$ cat config.mk
export PLATFORM = sky130hd
export DESIGN_NAME = ex_mem_skid_reg
export DESIGN_NICKNAME = d
export VERILOG_FILES = /design/src/rtl/rv32i_pkg.sv /design/src/rtl/pipe_skid_buf.sv /design/src/rtl/ex_mem_skid_reg.sv
export SDC_FILE = /design/constraint.sdc
export NUM_CORES = 1
export LEC_CHECK = 0
export ABC_AREA = 1
export CORE_ASPECT_RATIO = 2
export CORE_UTILIZATION = 41
export CTS_CLUSTER_DIAMETER = 40
export DETAILED_ROUTE_END_ITERATION = 7
export PLACE_DENSITY = 0.75
export SLEW_MARGIN = 10
export SYNTH_ARGS = -nofsm -noshare
export SYNTH_HDL_FRONTEND = slang
export SYNTH_SLANG_ARGS = --single-unit
$ cat constraint.sdc
create_clock -name clk -period 2.8 [get_ports clk]
set_input_delay 0.28 -clock clk [delete_from_list [all_inputs] [get_ports clk]]
set_output_delay 0.28 -clock clk [all_outputs]
set_load 0.01 [all_outputs]
$ cat src/rtl/rv32i_pkg.sv
// Shared rv32i datapath widths and the EX->MEM payload types.
// The skid-buffer state encoding lives here so any pipeline register can reuse it.
package rv32i_pkg;

  localparam int DPW = 32;
  localparam int RAW = 5;

  typedef struct packed {
    logic regwrite;
    logic resultsrc;
    logic memwrite;
  } ex_mem_ctrl_t;

  typedef struct packed {
    ex_mem_ctrl_t   ctrl;
    logic [DPW-1:0] aluresult;
    logic [DPW-1:0] Rd2;
    logic [RAW-1:0] Rd;
  } ex_mem_payload_t;

  typedef enum logic [1:0] {
    SKB_EMPTY = 2'd0,
    SKB_ONE   = 2'd1,
    SKB_FULL  = 2'd2
  } skid_state_t;

endpackage

$ cat src/rtl/pipe_skid_buf.sv
// Generic valid/ready stage register on any payload type; 1-cycle latency when empty.
// SKID=1: 2-entry skid, in_ready from flops only; SKID=0: one entry, in_ready = !out_valid || out_ready.
module pipe_skid_buf
  import rv32i_pkg::*;
#(
  parameter type T    = logic [7:0],
  parameter bit  SKID = 1'b1
) (
  input  logic clk,
  input  logic rst_n,
  input  logic flush,
  input  logic in_valid,
  output logic in_ready,
  input  T     in_data,
  output logic out_valid,
  input  logic out_ready,
  output T     out_data
);

  generate
    if (SKID) begin : g_skid
      skid_state_t state_q, state_d;
      T            main_q, main_d;
      T            skid_q, skid_d;
      logic        accept, handover;

      assign in_ready  = (state_q != SKB_FULL);
      assign out_valid = (state_q != SKB_EMPTY);
      assign out_data  = main_q;
      assign accept    = in_valid && in_ready;
      assign handover  = out_valid && out_ready;

      always_ff @(posedge clk or negedge rst_n) begin
        if (!rst_n) begin
          state_q <= SKB_EMPTY;
          main_q  <= '0;
          skid_q  <= '0;
        end else begin
          state_q <= state_d;
          main_q  <= main_d;
          skid_q  <= skid_d;
        end
      end

      // Flush is checked first so a discarded payload never disturbs the held outputs.
      always_comb begin
        state_d = state_q;
        main_d  = main_q;
        skid_d  = skid_q;
        if (flush) begin
          state_d = SKB_EMPTY;
        end else begin
          case (state_q)
            SKB_EMPTY: begin
              if (accept) begin
                state_d = SKB_ONE;
                main_d  = in_data;
              end
            end
            SKB_ONE: begin
              if (accept && handover) begin
                main_d = in_data;
              end else if (accept) begin
                state_d = SKB_FULL;
                skid_d  = in_data;
              end else if (handover) begin
                state_d = SKB_EMPTY;
              end
            end
            SKB_FULL: begin
              if (handover) begin
                state_d = SKB_ONE;
                main_d  = skid_q;
              end
            end
            default: state_d = SKB_EMPTY;
          endcase
        end
      end
    end else begin : g_flat
      logic valid_q;
      T     main_q;

      assign in_ready  = !valid_q || out_ready;
      assign out_valid = valid_q;
      assign out_data  = main_q;

      always_ff @(posedge clk or negedge rst_n) begin
        if (!rst_n) begin
          valid_q <= 1'b0;
          main_q  <= '0;
        end else if (flush) begin
          valid_q <= 1'b0;
        end else if (in_valid && in_ready) begin
          valid_q <= 1'b1;
          main_q  <= in_data;
        end else if (out_ready) begin
          valid_q <= 1'b0;
        end
      end
    end
  endgenerate

endmodule

$ cat src/rtl/ex_mem_skid_reg.sv
// EX->MEM valid/ready boundary with flush, bubble squashing and a saturating stall counter; 1-cycle latency.
// Backpressure via readyE: registered with SKID=1 (2-entry skid), combinational with SKID=0.
module ex_mem_skid_reg
  import rv32i_pkg::*;
#(
  parameter bit SKID = 1'b1,
  parameter int CNTW = 16
) (
  input  logic            clk,
  input  logic            rst_n,
  input  logic            flush_i,
  input  logic            validE,
  output logic            readyE,
  input  logic            regwriteE,
  input  logic            resultsrcE,
  input  logic            memwriteE,
  input  logic [DPW-1:0]  aluresultE,
  input  logic [DPW-1:0]  Rd2E,
  input  logic [RAW-1:0]  RdE,
  output logic            validM,
  input  logic            readyM,
  output logic            regwriteM,
  output logic            resultsrcM,
  output logic            memwriteM,
  output logic [DPW-1:0]  aluresultM,
  output logic [DPW-1:0]  Rd2M,
  output logic [RAW-1:0]  RdM,
  output logic [CNTW-1:0] stall_cnt
);

  ex_mem_payload_t in_pay;
  ex_mem_payload_t out_pay;

  assign in_pay = '{ctrl: '{regwrite: regwriteE, resultsrc: resultsrcE, memwrite: memwriteE},
                    aluresult: aluresultE, Rd2: Rd2E, Rd: RdE};

  pipe_skid_buf #(
    .T    (ex_mem_payload_t),
    .SKID (SKID)
  ) u_buf (
    .clk       (clk),
    .rst_n     (rst_n),
    .flush     (flush_i),
    .in_valid  (validE),
    .in_ready  (readyE),
    .in_data   (in_pay),
    .out_valid (validM),
    .out_ready (readyM),
    .out_data  (out_pay)
  );

  // Side-effecting controls must never leak out of a bubble.
  assign regwriteM  = validM && out_pay.ctrl.regwrite;
  assign memwriteM  = validM && out_pay.ctrl.memwrite;
  assign resultsrcM = out_pay.ctrl.resultsrc;
  assign aluresultM = out_pay.aluresult;
  assign Rd2M       = out_pay.Rd2;
  assign RdM        = out_pay.Rd;

  always_ff @(posedge clk or negedge rst_n) begin
    if (!rst_n) begin
      stall_cnt <= '0;
    end else if (validM && !readyM && (stall_cnt != {CNTW{1'b1}})) begin
      stall_cnt <= stall_cnt + {{(CNTW-1){1'b0}}, 1'b1};
    end
  end

endmodule

==> metrics list <==
* FMAX: 459 MHz
- Final global-route overflow total: 0
- Top cell family by delay on the critical path: buffers and inverters
* Register bit count reported by yosys: 162
- Final WL: 16900 um
- Post-CTS repair changed the size of 0 cells.
- Net Count, Synth: 1013
- Num rows: 71
- The smallest clock period supported by the final layout is computed as 2.18 ns.
- The post-route netlist has 4.30% of its cells at a drive strength greater than 1.
- Mapped Cells: 935
* Max-capacitance violation count: 0
- Setup crit start kind: flip-flop
- Hold violation count in the final report: 0
- Start point of the critical path: u_buf.g_skid.state_q[0]
- Most common flop cell mapped by yosys: sky130_fd_sc_hd__dfrtp_1
- By area the synthesized netlist is led by sky130_fd_sc_hd__dfrtp_1 51%, sky130_fd_sc_hd__nand2_1 14%, sky130_fd_sc_hd__o21ai_0 9.2%.
- Clock latency on the worst-skew pair, taken at its later pin, is 0.42 ns.
* Number of max-slew violations in the final report: 0
- Proportion of register bits with asynchronous set or reset after synthesis: 100%
- Area share of the largest cell type after synthesis: 51.3%
* Outcome: finished, final reports clean
* Largest buffer count on any clock path: 2
* Source of the worst register-to-register timing path: u_buf.g_skid.state_q[0]
- From synthesis to final layout, the design area changed by 25.0%.
* Routed WL per cell: 13.2 um
- The min-delay analysis places its worst path in the category primary input to asynchronous set/reset pin.
- First-pass GRT wire length: 27700 um
- Setup repair after global routing missed its margin: false
- The die is 198 um tall.
- Count of boundary I/O pins: 167
* Total leakage power: 4.55 nW
* Total via count in the routed design: 6038
- Detailed placement ended at an HPWL of 11600 um.
- On the critical path, the stage with the largest delay is an instance of sky130_fd_sc_hd__clkdlybuf4s50_1.
- Post-DP Area: 0.00924 mm2
* Largest fanout on the critical path: 6
- PD cells: 872 mW/mm2
* Total routing resource utilization after global routing: 17.9%
* Max VDD drop: 0.455 mV
- For this run, the number of Yosys warnings is 0.
- Number of design rule violations left after detail routing: 0
* Worst-Margin Slew: 0.633 ns
- Register area share after synthesis: 51.3%
- Adding up every negative setup slack in the final design gives 0 ns.
* Total core area: 0.0188 mm2
- Clk pin slew, worst setup/hold paths: 0.06 ns
- Total chip power: 8.61 mW
* Classification of the worst setup path: flip-flop to output port
- Rel. slew slack: 57.8%
* Required time of the worst setup path: 2.52 ns
- # setup viols final: 0
- The pre-antenna-repair detailed-routing pass consisted of 4 iterations.
- Summed over all instances, the cell type with the most area after synthesis is sky130_fd_sc_hd__dfrtp_1.
- The H-tree was split into 4 levels.
- The number of global-route vias before repair is 5726.
* Util after Layout: 52.4%
* Cell-by-cell listing of the critical path: inv_2, nand2_2, inv_2, nor2_1, clkdlybuf4s50_1
* Die outline width: 100 um
- Area of the mapped netlist: 0.00790 mm2
* Nets: 1090
- In this run the tool buffered the top-level ports with 166 buffer cells.
* Number of antenna violations at the first check in global routing: 0
- In this run, the number of DRC markers left after iteration 0 of detailed routing was 208.
* Mean number of vias per cell: 4.72
- Most common cell on crit path: sky130_fd_sc_hd__inv_2
* EDFF count, synth: 0
- For the worst setup path, the data arrival time is 1.90 ns.
- The worst path meets setup with 0.622 ns of slack.
- In this run the remaining antenna-violating nets after routing total 0.
- The number of different library cells used by synthesis comes to 25.
* Clock root cell: sky130_fd_sc_hd__clkbuf_16
- Area of all placed cells without fillers: 0.00987 mm2
- At the placement stage, the worst setup path has a slack of 0.562 ns.
- Between clock sinks in the finished design, the worst skew comes to 0.0104 ns.
- The initial utilization of the core area, before any placement, comes to 41.9%.
- Of the available clock period, the critical path in the final layout requires 77.8%.
* Gpl congestion: 0.801
- CP peak stage delay: 0.55 ns
- Area enclosed by the die boundary: 0.0199 mm2
- Largest net degree at the start of global routing: 81
* Clock sink count: 162
- STA classifies the critical path endpoint as an output port.
- A synthesized cell averages 8.45 um2.
* CP bufs+invs: 3
- Inserted Clock Buffers: 17
- TritonCTS clock tree: done
- Ant diodes: 0
-- where the power goes --
| part | internal [mW] | leakage, nW | total [mW] | switching [mW] |
|---|---|---|---|---|
| sequential | 3.23 | 1.94 | 3.75 | 0.520 |
| combinational | 1.30 | 2.32 | 2.35 | 1.05 |
| clock | 1.58 | 0.297 | 2.50 | 0.923 |
| total | 6.11 | 4.55 | 8.61 | 2.50 |
-- area by class of cell --
class                           count  area (um2)
Fill cell                        1764        8960
Sequential cell                   162        4050
Multi-Input combinational cell    563        2720
Timing Repair Buffer              175        1810
Clock buffer                       21         440
Inverter                           93         349
Tap cell                          255         319
Clock inverter                     10         184
-- Yosys cell counts, types with 2 or more instances --
cell type,instances
sky130_fd_sc_hd__buf_1,7
sky130_fd_sc_hd__buf_2,15
sky130_fd_sc_hd__buf_4,71
sky130_fd_sc_hd__buf_6,9
sky130_fd_sc_hd__clkbuf_1,15
sky130_fd_sc_hd__dfrtp_1,162
sky130_fd_sc_hd__inv_1,91
sky130_fd_sc_hd__inv_2,2
sky130_fd_sc_hd__nand2_1,286
sky130_fd_sc_hd__nand3_1,10
sky130_fd_sc_hd__nand4_1,7
sky130_fd_sc_hd__nor2_1,23
sky130_fd_sc_hd__nor2_8,2
sky130_fd_sc_hd__o211ai_1,2
sky130_fd_sc_hd__o21a_1,71
sky130_fd_sc_hd__o21ai_0,145
sky130_fd_sc_hd__o21ai_1,3
sky130_fd_sc_hd__xnor2_1,7
-- flip-flops by register name (all words and copies together), names as in the netlist --
signal,cells
stall_cnt,16
u_buf.g_skid.skid_q,72
u_buf.out_data,72
u_buf.g_skid.state_q,2
-- logic make-up after synthesis --
| family | synth area share (%) |
|---|---|
| adder cells (fa/ha/maj) | 0.158 |
| AND/OR/NAND/NOR | 16.6 |
| buffers and inverters | 14.4 |
| XOR/XNOR | 0.887 |
| AO/OA/AOI/OAI | 16.5 |
| flip-flops | 51.3 |
-- repair_timing --
item                                    CTS  global route
endpoints found under the hold margin    20             0
buffers inserted                          0             0
hold buffers                              1             0
endpoints found under the setup margin    0             0
-- routing by layer --
layer,vias to the layer above,routed length [um],global-route usage (%)
met5,-,0,0
met4,0,476,8.75
met3,26,604,3.21
met2,142,9120,32.6
met1,2817,6710,19.6
li1,3053,-,-
-- per-stage QoR --
stage	hold WS [ns]	std cells
final	0.282	1279
after CTS	0.272	1279
after detailed placement	0.152	1247
after global placement	0.150	1247
after floorplan	-0.0156	935
after global routing	0.297	1279
-- layout by cell type (no fill, tap or decap), types with 3 or more instances in the layout --
cell type and instances:
sky130_fd_sc_hd__clkdlybuf4s50_1 165, sky130_fd_sc_hd__bufinv_16 5, sky130_fd_sc_hd__xnor2_1 7, sky130_fd_sc_hd__inv_1 91, sky130_fd_sc_hd__nand3_1 10, sky130_fd_sc_hd__o21ai_0 145
sky130_fd_sc_hd__o21ai_1 3, sky130_fd_sc_hd__nand2_1 285, sky130_fd_sc_hd__nand4_1 7, sky130_fd_sc_hd__clkbuf_16 17, sky130_fd_sc_hd__dfrtp_1 162, sky130_fd_sc_hd__o21a_1 71
sky130_fd_sc_hd__buf_12 6, sky130_fd_sc_hd__clkbuf_1 4, sky130_fd_sc_hd__nor2_1 23
-- worst register-to-register path: stages (launching register included) --
cell                      delay [ns]
sky130_fd_sc_hd__dfrtp_1        0.47
sky130_fd_sc_hd__inv_2          0.12
sky130_fd_sc_hd__nand2_2        0.09
sky130_fd_sc_hd__a21oi_2        0.24
sky130_fd_sc_hd__nand3_4        0.34
sky130_fd_sc_hd__buf_12         0.32
sky130_fd_sc_hd__nand2_1        0.12
sky130_fd_sc_hd__o21ai_0        0.08
-- worst paths after layout --
path                            cells past startpoint                       to  slack, ns
worst max-delay path                                5                regwriteM       0.62
worst min-delay path                                2       u_buf.out_data[58]       0.28
worst max register to register                      7  u_buf.g_skid.skid_q[56]       0.90
worst min register to register                      2  u_buf.g_skid.skid_q[67]       0.48
max in group asynchronous                           3       u_buf.out_data[23]       1.82
min in group clk                                    3   u_buf.g_skid.skid_q[4]       0.43
(Power assumes the default switching activity.)
